### config.mk
export PLATFORM = sky130hd
export DESIGN_NAME = beta_irq_ctrl
export DESIGN_NICKNAME = d
export VERILOG_FILES = /design/src/rtl/beta_irq_ctrl.sv
export SDC_FILE = /design/constraint.sdc
export NUM_CORES = 1
export LEC_CHECK = 0
export ABC_AREA = 1
export BUFFER_PORTS_ARGS = -buffer_cell sky130_fd_sc_hd__buf_2
export CORE_MARGIN = 1
export CORE_UTILIZATION = 54
export DETAILED_ROUTE_END_ITERATION = 12
export PLACE_DENSITY_LB_ADDON = 0.1
export SLEW_MARGIN = 20
export SYNTH_ARGS = -nofsm -noshare
export SYNTH_HDL_FRONTEND = slang
export SYNTH_SLANG_ARGS = --single-unit
### constraint.sdc
create_clock -name CLK -period 4.6 [get_ports CLK]
set_clock_uncertainty 0.05 [all_clocks]
set_input_delay 0.23 -clock CLK [delete_from_list [all_inputs] [get_ports CLK]]
set_output_delay 0.23 -clock CLK [all_outputs]
set_load 0.005 [all_outputs]
### src/rtl/beta_irq_ctrl.sv
// beta_irq_ctrl: fixed-priority interrupt controller for the Beta CPU.
//
// The controller registers NUM_IRQ request lines. Each line can be edge- or
// level-triggered, and each has a software mask bit. The lowest pending,
// enabled channel wins and is presented to the CU as one IRQ. The block also
// supplies a registered handler vector (XADDR) and channel ID, and keeps an
// in-service mask until the handler signals end-of-interrupt.
//
// Optional feature (compile-time macro IRQ_NESTING_EN):
//   defined   - a higher-priority request may preempt a running handler, so
//               ISR can hold several bits and EOI retires them innermost first.
//   undefined - no preemption: ISR holds at most one bit, and EOI always
//               returns to IDLE.
//
// Reset is synchronous and active-low (RESET_N).
`timescale 1ns/1ps

module beta_irq_ctrl #(
    parameter int                 NUM_IRQ    = 8,
    parameter logic [NUM_IRQ-1:0] EDGE_MASK  = {NUM_IRQ{1'b1}},
    parameter logic [31:0]        XADDR_BASE = 32'h0000_0008,
    parameter int                 VEC_STRIDE = 4
) (
    input  logic                       CLK,
    input  logic                       RESET_N,
    input  logic [NUM_IRQ-1:0]         IRQ_IN,
    input  logic                       MASK_WE,
    input  logic [NUM_IRQ-1:0]         MASK_WD,
    input  logic                       SUPERVISOR,
    input  logic                       IRQ_ACK,
    input  logic                       EOI,
    output logic                       IRQ,
    output logic [$clog2(NUM_IRQ)-1:0] IRQ_ID,
    output logic [31:0]                XADDR,
    output logic [NUM_IRQ-1:0]         ISR
);

    localparam int ID_W = $clog2(NUM_IRQ);

    typedef enum logic [1:0] {
        S_IDLE = 2'd0,
        S_REQ  = 2'd1,
        S_SVC  = 2'd2
    } state_t;

    state_t state;
    state_t state_nx;

    // Registered state
    logic [NUM_IRQ-1:0] in_q;   // synchronised request lines
    logic [NUM_IRQ-1:0] in_p;   // in_q one cycle earlier, for edge detection
    logic [NUM_IRQ-1:0] pend;   // latched edge requests (edge channels only)
    logic [NUM_IRQ-1:0] mask;   // 1 = channel enabled
    logic [NUM_IRQ-1:0] isr;    // in-service channels

    // Combinational arbitration signals
    logic [NUM_IRQ-1:0] rise;
    logic [NUM_IRQ-1:0] pending;
    logic [NUM_IRQ-1:0] cand;
    logic               cand_any;
    logic [ID_W-1:0]    win_id;
    logic               isr_any;
    logic [ID_W-1:0]    isr_low;
    logic               outranks;
    logic               arb_go;
    logic               latched_live;

    // Combinational update signals
    logic               ack_take;
    logic               eoi_take;
    logic [NUM_IRQ-1:0] ack_set;
    logic [NUM_IRQ-1:0] eoi_clr;
    logic [NUM_IRQ-1:0] isr_nx;
    logic [NUM_IRQ-1:0] pend_nx;
    logic               id_load;

    // A rising edge is used in the same cycle it is detected. It is also
    // latched into pend so that it survives after the line drops.
    assign rise    = in_q & ~in_p & EDGE_MASK;
    assign pending = pend | rise | (in_q & ~EDGE_MASK);
    assign cand    = pending & mask;

    // Lowest-index candidate wins (channel 0 has the highest priority)
    always_comb begin
        // NOTE: every output of a combinational block gets a default first;
        // otherwise a path that skips the assignment infers a latch.
        cand_any = 1'b0;
        win_id   = '0;
        for (int i = NUM_IRQ - 1; i >= 0; i--) begin
            if (cand[i]) begin
                cand_any = 1'b1;
                win_id   = ID_W'(i);
            end
        end
    end

    // Highest-priority channel currently in service
    always_comb begin
        isr_any = 1'b0;
        isr_low = '0;
        for (int i = NUM_IRQ - 1; i >= 0; i--) begin
            if (isr[i]) begin
                isr_any = 1'b1;
                isr_low = ID_W'(i);
            end
        end
    end

`ifdef IRQ_NESTING_EN
    assign outranks = !isr_any || (win_id < isr_low);
`else
    assign outranks = !isr_any;
`endif

    assign arb_go       = cand_any && outranks && !SUPERVISOR;
    assign latched_live = cand[IRQ_ID];

    // The ISR set/clear and the PEND clear are independent per-channel
    // masks, so a set and a clear on different channels in one cycle both
    // take effect. A fresh edge on the acknowledged channel wins over its
    // clear.
    assign ack_take = (state == S_REQ) && IRQ_ACK;
    assign eoi_take = EOI && isr_any;
    assign ack_set  = ack_take ? (NUM_IRQ'(1) << IRQ_ID) : '0;
    assign eoi_clr  = eoi_take ? (NUM_IRQ'(1) << isr_low) : '0;
    assign isr_nx   = (isr & ~eoi_clr) | ack_set;
    assign pend_nx  = (pend & ~(ack_set & EDGE_MASK)) | rise;

    // Next-state logic for IDLE -> REQ -> SVC; id_load latches the winner
    always_comb begin
        state_nx = state;
        id_load  = 1'b0;
        case (state)
            S_IDLE: begin
                if (arb_go) begin
                    state_nx = S_REQ;
                    id_load  = 1'b1;
                end
            end
            S_REQ: begin
                if (ack_take) begin
                    state_nx = S_SVC;
                end else if (!latched_live) begin
                    // Request withdrawn before acknowledge. If an outer
                    // handler is still in service (nesting), return to it.
                    state_nx = (isr_nx != '0) ? S_SVC : S_IDLE;
                end
            end
            S_SVC: begin
                // After EOI, re-arbitrate only in the next cycle, against
                // the updated ISR.
                if (eoi_take) begin
                    if (isr_nx == '0) begin
                        state_nx = S_IDLE;
                    end
                end
`ifdef IRQ_NESTING_EN
                else if (arb_go) begin
                    state_nx = S_REQ;
                    id_load  = 1'b1;
                end
`endif
            end
            default: state_nx = S_IDLE;
        endcase
    end

    // State, input pipeline, pending, mask, ISR and vector registers
    always_ff @(posedge CLK) begin
        // NOTE: sequential state uses non-blocking assignments, so every
        // register samples pre-edge values and process order does not matter.
        if (!RESET_N) begin
            state  <= S_IDLE;
            in_q   <= '0;
            in_p   <= '0;
            pend   <= '0;
            mask   <= '0;
            isr    <= '0;
            IRQ_ID <= '0;
            XADDR  <= XADDR_BASE;
        end else begin
            state <= state_nx;
            in_q  <= IRQ_IN;
            in_p  <= in_q;
            pend  <= pend_nx;
            isr   <= isr_nx;
            if (MASK_WE) begin
                mask <= MASK_WD;
            end
            if (id_load) begin
                IRQ_ID <= win_id;
                XADDR  <= XADDR_BASE + (32'(win_id) * 32'(VEC_STRIDE));
            end
        end
    end

    // SUPERVISOR masks the request combinationally; the FSM stays in REQ
    assign IRQ = (state == S_REQ) && !SUPERVISOR;
    assign ISR = isr;

endmodule

==> impl_metrics.env, run 1 <==
export IMPL_status="complete, no violations"
export IMPL_synth_simple_area_share_pct=27.39
export IMPL_syn_area_um2=2394
export IMPL_p_total_mw=0.9023
export IMPL_synth_avg_cell_area_um2=6.761
export IMPL_reg2reg_slack_ps=2810
export IMPL_syn_to_final_growth_pct=9.357
export IMPL_grt_usage_pct=20.96
export IMPL_pin_count=66
export IMPL_fin_util_pct=63.61
export IMPL_place_gp_congestion=0.8505
export IMPL_clockRootBuffer="clkbuf_8"
export IMPL_clock_latency_ps=300
export IMPL_setup_viol_count_final=0
export IMPL_criticalPathCategory="flop to flop"
export IMPL_postCtsSetupBuffers=0
export IMPL_grt_pass1_wl_um=7217
export IMPL_die_area_um2=4703
export IMPL_crit_arrival_ps=1940
export IMPL_tightestPinTransition_ps=552.5
export IMPL_routed_via_count=2056
export IMPL_synth_top_area_share_pct=40.15
export IMPL_synth_cell_types=29
export IMPL_muxShareOfSynthArea_pct=0
export IMPL_grt_ovfl_total=0
export IMPL_synth_compound_area_share_pct=11.24
export IMPL_powerDensity_nw_per_um2=344.7
export IMPL_syn_inst=354
export IMPL_die_height_um=68.58
export IMPL_startpoint_type="flop"
export IMPL_timing_hold_ws_ps=54.69
export IMPL_synth_warnings=0
export IMPL_slew_headroom_pct=63.13
export IMPL_synth_area_leaders="dfxtp_1, nand2_1, inv_1, buf_4, nor2_1"
export IMPL_grt_pass1_vias=1666
export IMPL_hp_class="input port to flop"
export IMPL_drt_first_pass_iters=4
export IMPL_irDropWorstVdd_uv=240.0
export IMPL_endpoint_kind="flop"
export IMPL_required_ps=4760
export IMPL_hold_viol=0
export IMPL_cts_hold_buffers=0
export IMPL_seqCellArea_um2=960.9
export IMPL_synth_xor_area_share_pct=0
export IMPL_antenna_found_initial=0
export IMPL_wirelength_um=4634
export IMPL_fin_crit_ps=1787
export IMPL_htreeDepth=2
export IMPL_diodes=0
export IMPL_route_detailed_drc=0
export IMPL_seq_area_frac_synth_pct=40.15
export IMPL_leakage_nw=1.437
export IMPL_tritoncts="yes"
export IMPL_ant_nets=0
export IMPL_rr_worst_depth=10
export IMPL_worstHoldPathCells=3
export IMPL_rows=23
export IMPL_synth_top_family_by_area="simple AND/OR/NAND/NOR gates"
export IMPL_clkSlewWorstSetupHoldPaths_ps=90
export IMPL_cp_max_fo=10
export IMPL_tns_ps=0
export IMPL_layout_drive_gt1_share_pct=16.03
export IMPL_ctsResizeCount=0
export IMPL_hpwl_um=3470
export IMPL_reg2reg_to="IRQ_ID[1]"
export IMPL_yosysTopAreaCell="dfxtp_1"
export IMPL_pre_cts_slack_ps=2826
export IMPL_wl_per_cell_um=10.46
export IMPL_setup_slack_ps=2813
export IMPL_numPortBuffers=37
export IMPL_clockBufferDepth=2
export IMPL_ys_seq_elements=48
export IMPL_nNetsFinal=415
export IMPL_dieWidth_um=68.58
export IMPL_period_share_pct=38.85
export IMPL_drtIter0Drc=128
export IMPL_final_common_cell="nand2_1"
export IMPL_via_per_inst=4.641
export IMPL_cts_made_buffers=5
export IMPL_reg2reg_from="in_q[2]"
export IMPL_rsz0062_at_grt="false"
export IMPL_min_to="in_q[1]"
export IMPL_hp_start="IRQ_IN[1]"
export IMPL_mostFrequentLayoutCells="nand2_1, inv_1, dfxtp_1"
export IMPL_drv_slew=0
export IMPL_n_fill_cell=400
export IMPL_initial_core_util_pct=58.16
export IMPL_synthAdderAreaFrac_pct=0.5227
export IMPL_drv_cap=0
export IMPL_core_um2=4115
export IMPL_multi_input_area_um2=1042
export IMPL_grt_max_degree=33
export IMPL_clock_sinks=48
export IMPL_clock_fmax_mhz=559.6
-- worst max-delay path, stage by stage, from the launching register on --
cell	delay, ps
dfxtp_1	340
nand2_1	70
a21boi_0	240
inv_1	90
nand2_1	100
inv_1	50
nand4_1	130
nand4_2	250
o21ai_1	230
inv_2	50
o21a_1	90
-- synth_stat cells, drive strengths merged --
library cell  count
or2               1
o21ai            13
nor2             47
ha                1
a211oi            2
o21a              1
clkbuf            4
inv              68
nand3             9
clkinv            1
nand2            88
a21oi            26
o22ai             2
a21boi            2
nand4             5
dfxtp            48
buf              29
nor3              3
a31oi             2
o211ai            1
conb              1
-- worst max-delay path by stage --
stage / startpoint / to / slack (ps)
2_1_floorplan: ISR[1] / state[1] / 3010
3_3_place_gp: ISR[3] / state[1] / 2840
3_5_place_dp: in_q[2] / IRQ_ID[1] / 2830
4_1_cts: in_q[2] / IRQ_ID[1] / 2820
5_1_grt: in_q[2] / IRQ_ID[1] / 2600
6_report: in_q[2] / IRQ_ID[1] / 2810
-- layer usage --
| layer | GRT usage (%) | wire length, um | up-vias |
|---|---|---|---|
| met4 | 8.594 | 68 | 0 |
| met5 | 0 | 0 | - |
| met1 | 25.84 | 2147 | 886 |
| met2 | 36.03 | 2208 | 66 |
| li1 | - | - | 1097 |
| met3 | 3.454 | 209 | 7 |
-- where the power goes --
| group | internal [mW] | switching, mW |
|---|---|---|
| logic | 0.0528 | 0.0933 |
| clock network | 0.161 | 0.137 |
| registers | 0.442 | 0.0156 |
| total | 0.656 | 0.246 |
-- area by class of cell --
cell class / instances / area share, %
clock buffer: 6 / 2.772
clock inverter: 2 / 1.338
inverter: 69 / 9.895
multi-input combinational: 231 / 39.82
sequential: 48 / 36.71
tap: 50 / 2.390
timing repair buffer: 37 / 7.075
-- metrics by stage --
| stage | cells | area (um^2) |
|---|---|---|
| 2_1_floorplan | 381 | 2495 |
| 3_3_place_gp | 435 | 2510 |
| 3_5_place_dp | 435 | 2510 |
| 4_1_cts | 443 | 2618 |
| 5_1_grt | 443 | 2618 |
| 6_report | 443 | 2618 |
-- flip-flops by register name (all words and copies together) (netlist names) --
signal  count
ISR         8
in_p        8
in_q        8
mask        8
pend        8
IRQ_ID      3
XADDR       3
state       2
-- logic make-up after synthesis --
kind of cell | Yosys count
AOI/OAI and AO/OA | 49
adders and majority gates | 1
buffers and inverters | 102
DFF | 48
other | 1
and+or+nand+nor | 153
Note: power is estimated with default switching activity, not from simulation.
==> run 2: changes to the inputs <==
CORE_UTILIZATION = 52   (was 54)
clock period = 1.65 ns   (was 4.6 ns; I/O delays follow)
==> impl_metrics.env, run 2 (synthesis results as in run 1) <==
export IMPL_setup_slack_ps=-126.8
export IMPL_tightestPinTransition_ps=603.4
export IMPL_violations="setup timing"
export IMPL_grt_max_degree=32
export IMPL_seqCellArea_um2=967.2
export IMPL_status="finished with violations"
export IMPL_nNetsFinal=463
export IMPL_clkSlewWorstSetupHoldPaths_ps=90
export IMPL_cp_cell_sequence="buf_4 > nand2_1 > nand2_1 > nand2_1 > a21oi_1 > nand3_1 > nand2_1 > nand2_1 > nor2_1 > nand3_2 > nand2_1 > nand2_1 > nor2_1 > nor2_1"
export IMPL_tritoncts="yes"
export IMPL_p_total_mw=2.712
export IMPL_drv_slew=0
export IMPL_clockBufferDepth=2
export IMPL_worst_path_buf_inv=1
export IMPL_clock_fmax_mhz=562.8
export IMPL_syn_to_final_growth_pct=32.98
export IMPL_layout_drive_gt1_share_pct=30.84
export IMPL_n_fill_cell=392
export IMPL_diodes=0
export IMPL_initial_core_util_pct=54.59
export IMPL_setup_viol_count_final=5
export IMPL_numPortBuffers=37
export IMPL_routed_via_count=2283
export IMPL_wl_per_cell_um=10.91
export IMPL_grt_usage_pct=21.81
export IMPL_die_height_um=69.85
export IMPL_place_gp_congestion=0.9126
export IMPL_irDropWorstVdd_uv=712.4
export IMPL_crit_arrival_ps=1920
export IMPL_grt_pass1_wl_um=8493
export IMPL_rsz0062_at_grt="true"
export IMPL_multi_input_area_um2=1185
export IMPL_grt_pass1_vias=2005
export IMPL_grt_ovfl_total=0
export IMPL_placed_area_um2=2700
export IMPL_tns_ps=-331.5
export IMPL_critPathMostFrequentCell="nand2_1"
export IMPL_core_um2=4384
export IMPL_fin_util_pct=72.60
export IMPL_pre_cts_slack_ps=-103.3
export IMPL_via_per_inst=4.631
export IMPL_drv_cap=0
export IMPL_wirelength_um=5377
export IMPL_hold_viol=0
export IMPL_final_common_cell="nand2_1"
export IMPL_drtIter0Drc=95
export IMPL_hpwl_um=3628
export IMPL_htreeDepth=2
export IMPL_slew_headroom_pct=59.73
export IMPL_route_detailed_drc=0
export IMPL_cts_made_buffers=5
export IMPL_clock_latency_ps=300
export IMPL_slowest_delay_ps=360
export IMPL_rows=24
export IMPL_fin_crit_ps=1777
export IMPL_antenna_found_initial=0
export IMPL_startpoint_type="flop"
export IMPL_endpoint_kind="flop"
export IMPL_crit_family="simple AND/OR/NAND/NOR gates"
export IMPL_powerDensity_nw_per_um2=852.1
export IMPL_cp_max_fo=3
export IMPL_dieWidth_um=69.85
export IMPL_ant_nets=0
export IMPL_period_share_pct=107.7
export IMPL_die_area_um2=4878
export IMPL_hp_class="input port to flop"
export IMPL_pin_count=66
export IMPL_clock_sinks=48
export IMPL_mostFrequentLayoutCells="nand2_1, inv_1, dfxtp_1"
export IMPL_design_area_um2=3183
export IMPL_drt_first_pass_iters=4
export IMPL_leakage_nw=1.695
export IMPL_clockRootBuffer="clkbuf_8"
export IMPL_critPathSlowestCell="dfxtp_2"
export IMPL_criticalPathCategory="flop to flop"
export IMPL_required_ps=1800
run 2: worst paths after layout:
check	from	to	slack [ps]	depth (start not counted)
hold reg to reg	in_q[1]	in_p[1]	380	2
setup reg to reg	ISR[7]	state[1]	-130	14
setup / recovery	ISR[7]	state[1]	-130	14
hold / removal	IRQ_ACK	state[0]	90	4
run 2: where the power goes:
group / switching, mW / total, mW / internal, mW
combinational: 0.338 / 0.612 / 0.274
sequential: 0.0442 / 1.28 / 1.23
clock: 0.373 / 0.823 / 0.450
total: 0.756 / 2.71 / 1.96
run 2: what timing repair did:
action / 4_1_cts / 5_1_grt
hold buffers: 16 / 0
endpoints found under the hold margin: 16 / 0
setup buffers: 1 / 6
endpoints found under the setup margin: 3 / 8
resized for setup: 11 / 42
pin swaps: 2 / 8
run 2: worst register-to-register path, delay by kind of cell (launching register included):
kind                   cells  cell delay, ps
AO/OA/AOI/OAI              1             230
flip-flops                 1             360
buffers and inverters      1             110
AND/OR/NAND/NOR           12             920
run 2: area by class of cell:
| class | count | area share [%] |
|---|---|---|
| Multi-Input combinational cell | 231 | 37.22 |
| Sequential cell | 48 | 30.39 |
| Timing Repair Buffer | 85 | 18.75 |
| Inverter | 69 | 8.215 |
| Clock buffer | 6 | 2.280 |
| Tap cell | 52 | 2.044 |
| Clock inverter | 2 | 1.101 |
run 2: metal layers:
layer / global-route usage, % / up-vias / routed length, um
li1: - / 1188 / -
met1: 27.11 / 1025 / 2352
met2: 36.75 / 60 / 2710
met3: 3.779 / 10 / 200
met4: 9.778 / 0 / 114
met5: 0 / - / 0
run 2: per-stage QoR:
step / hold slack [ps] / cells
finish: 86.99 / 493
CTS: 59.84 / 487
detailed placement: 217.4 / 462
floorplan: 130.1 / 381
global route: 115.3 / 493
global placement: 212.0 / 462
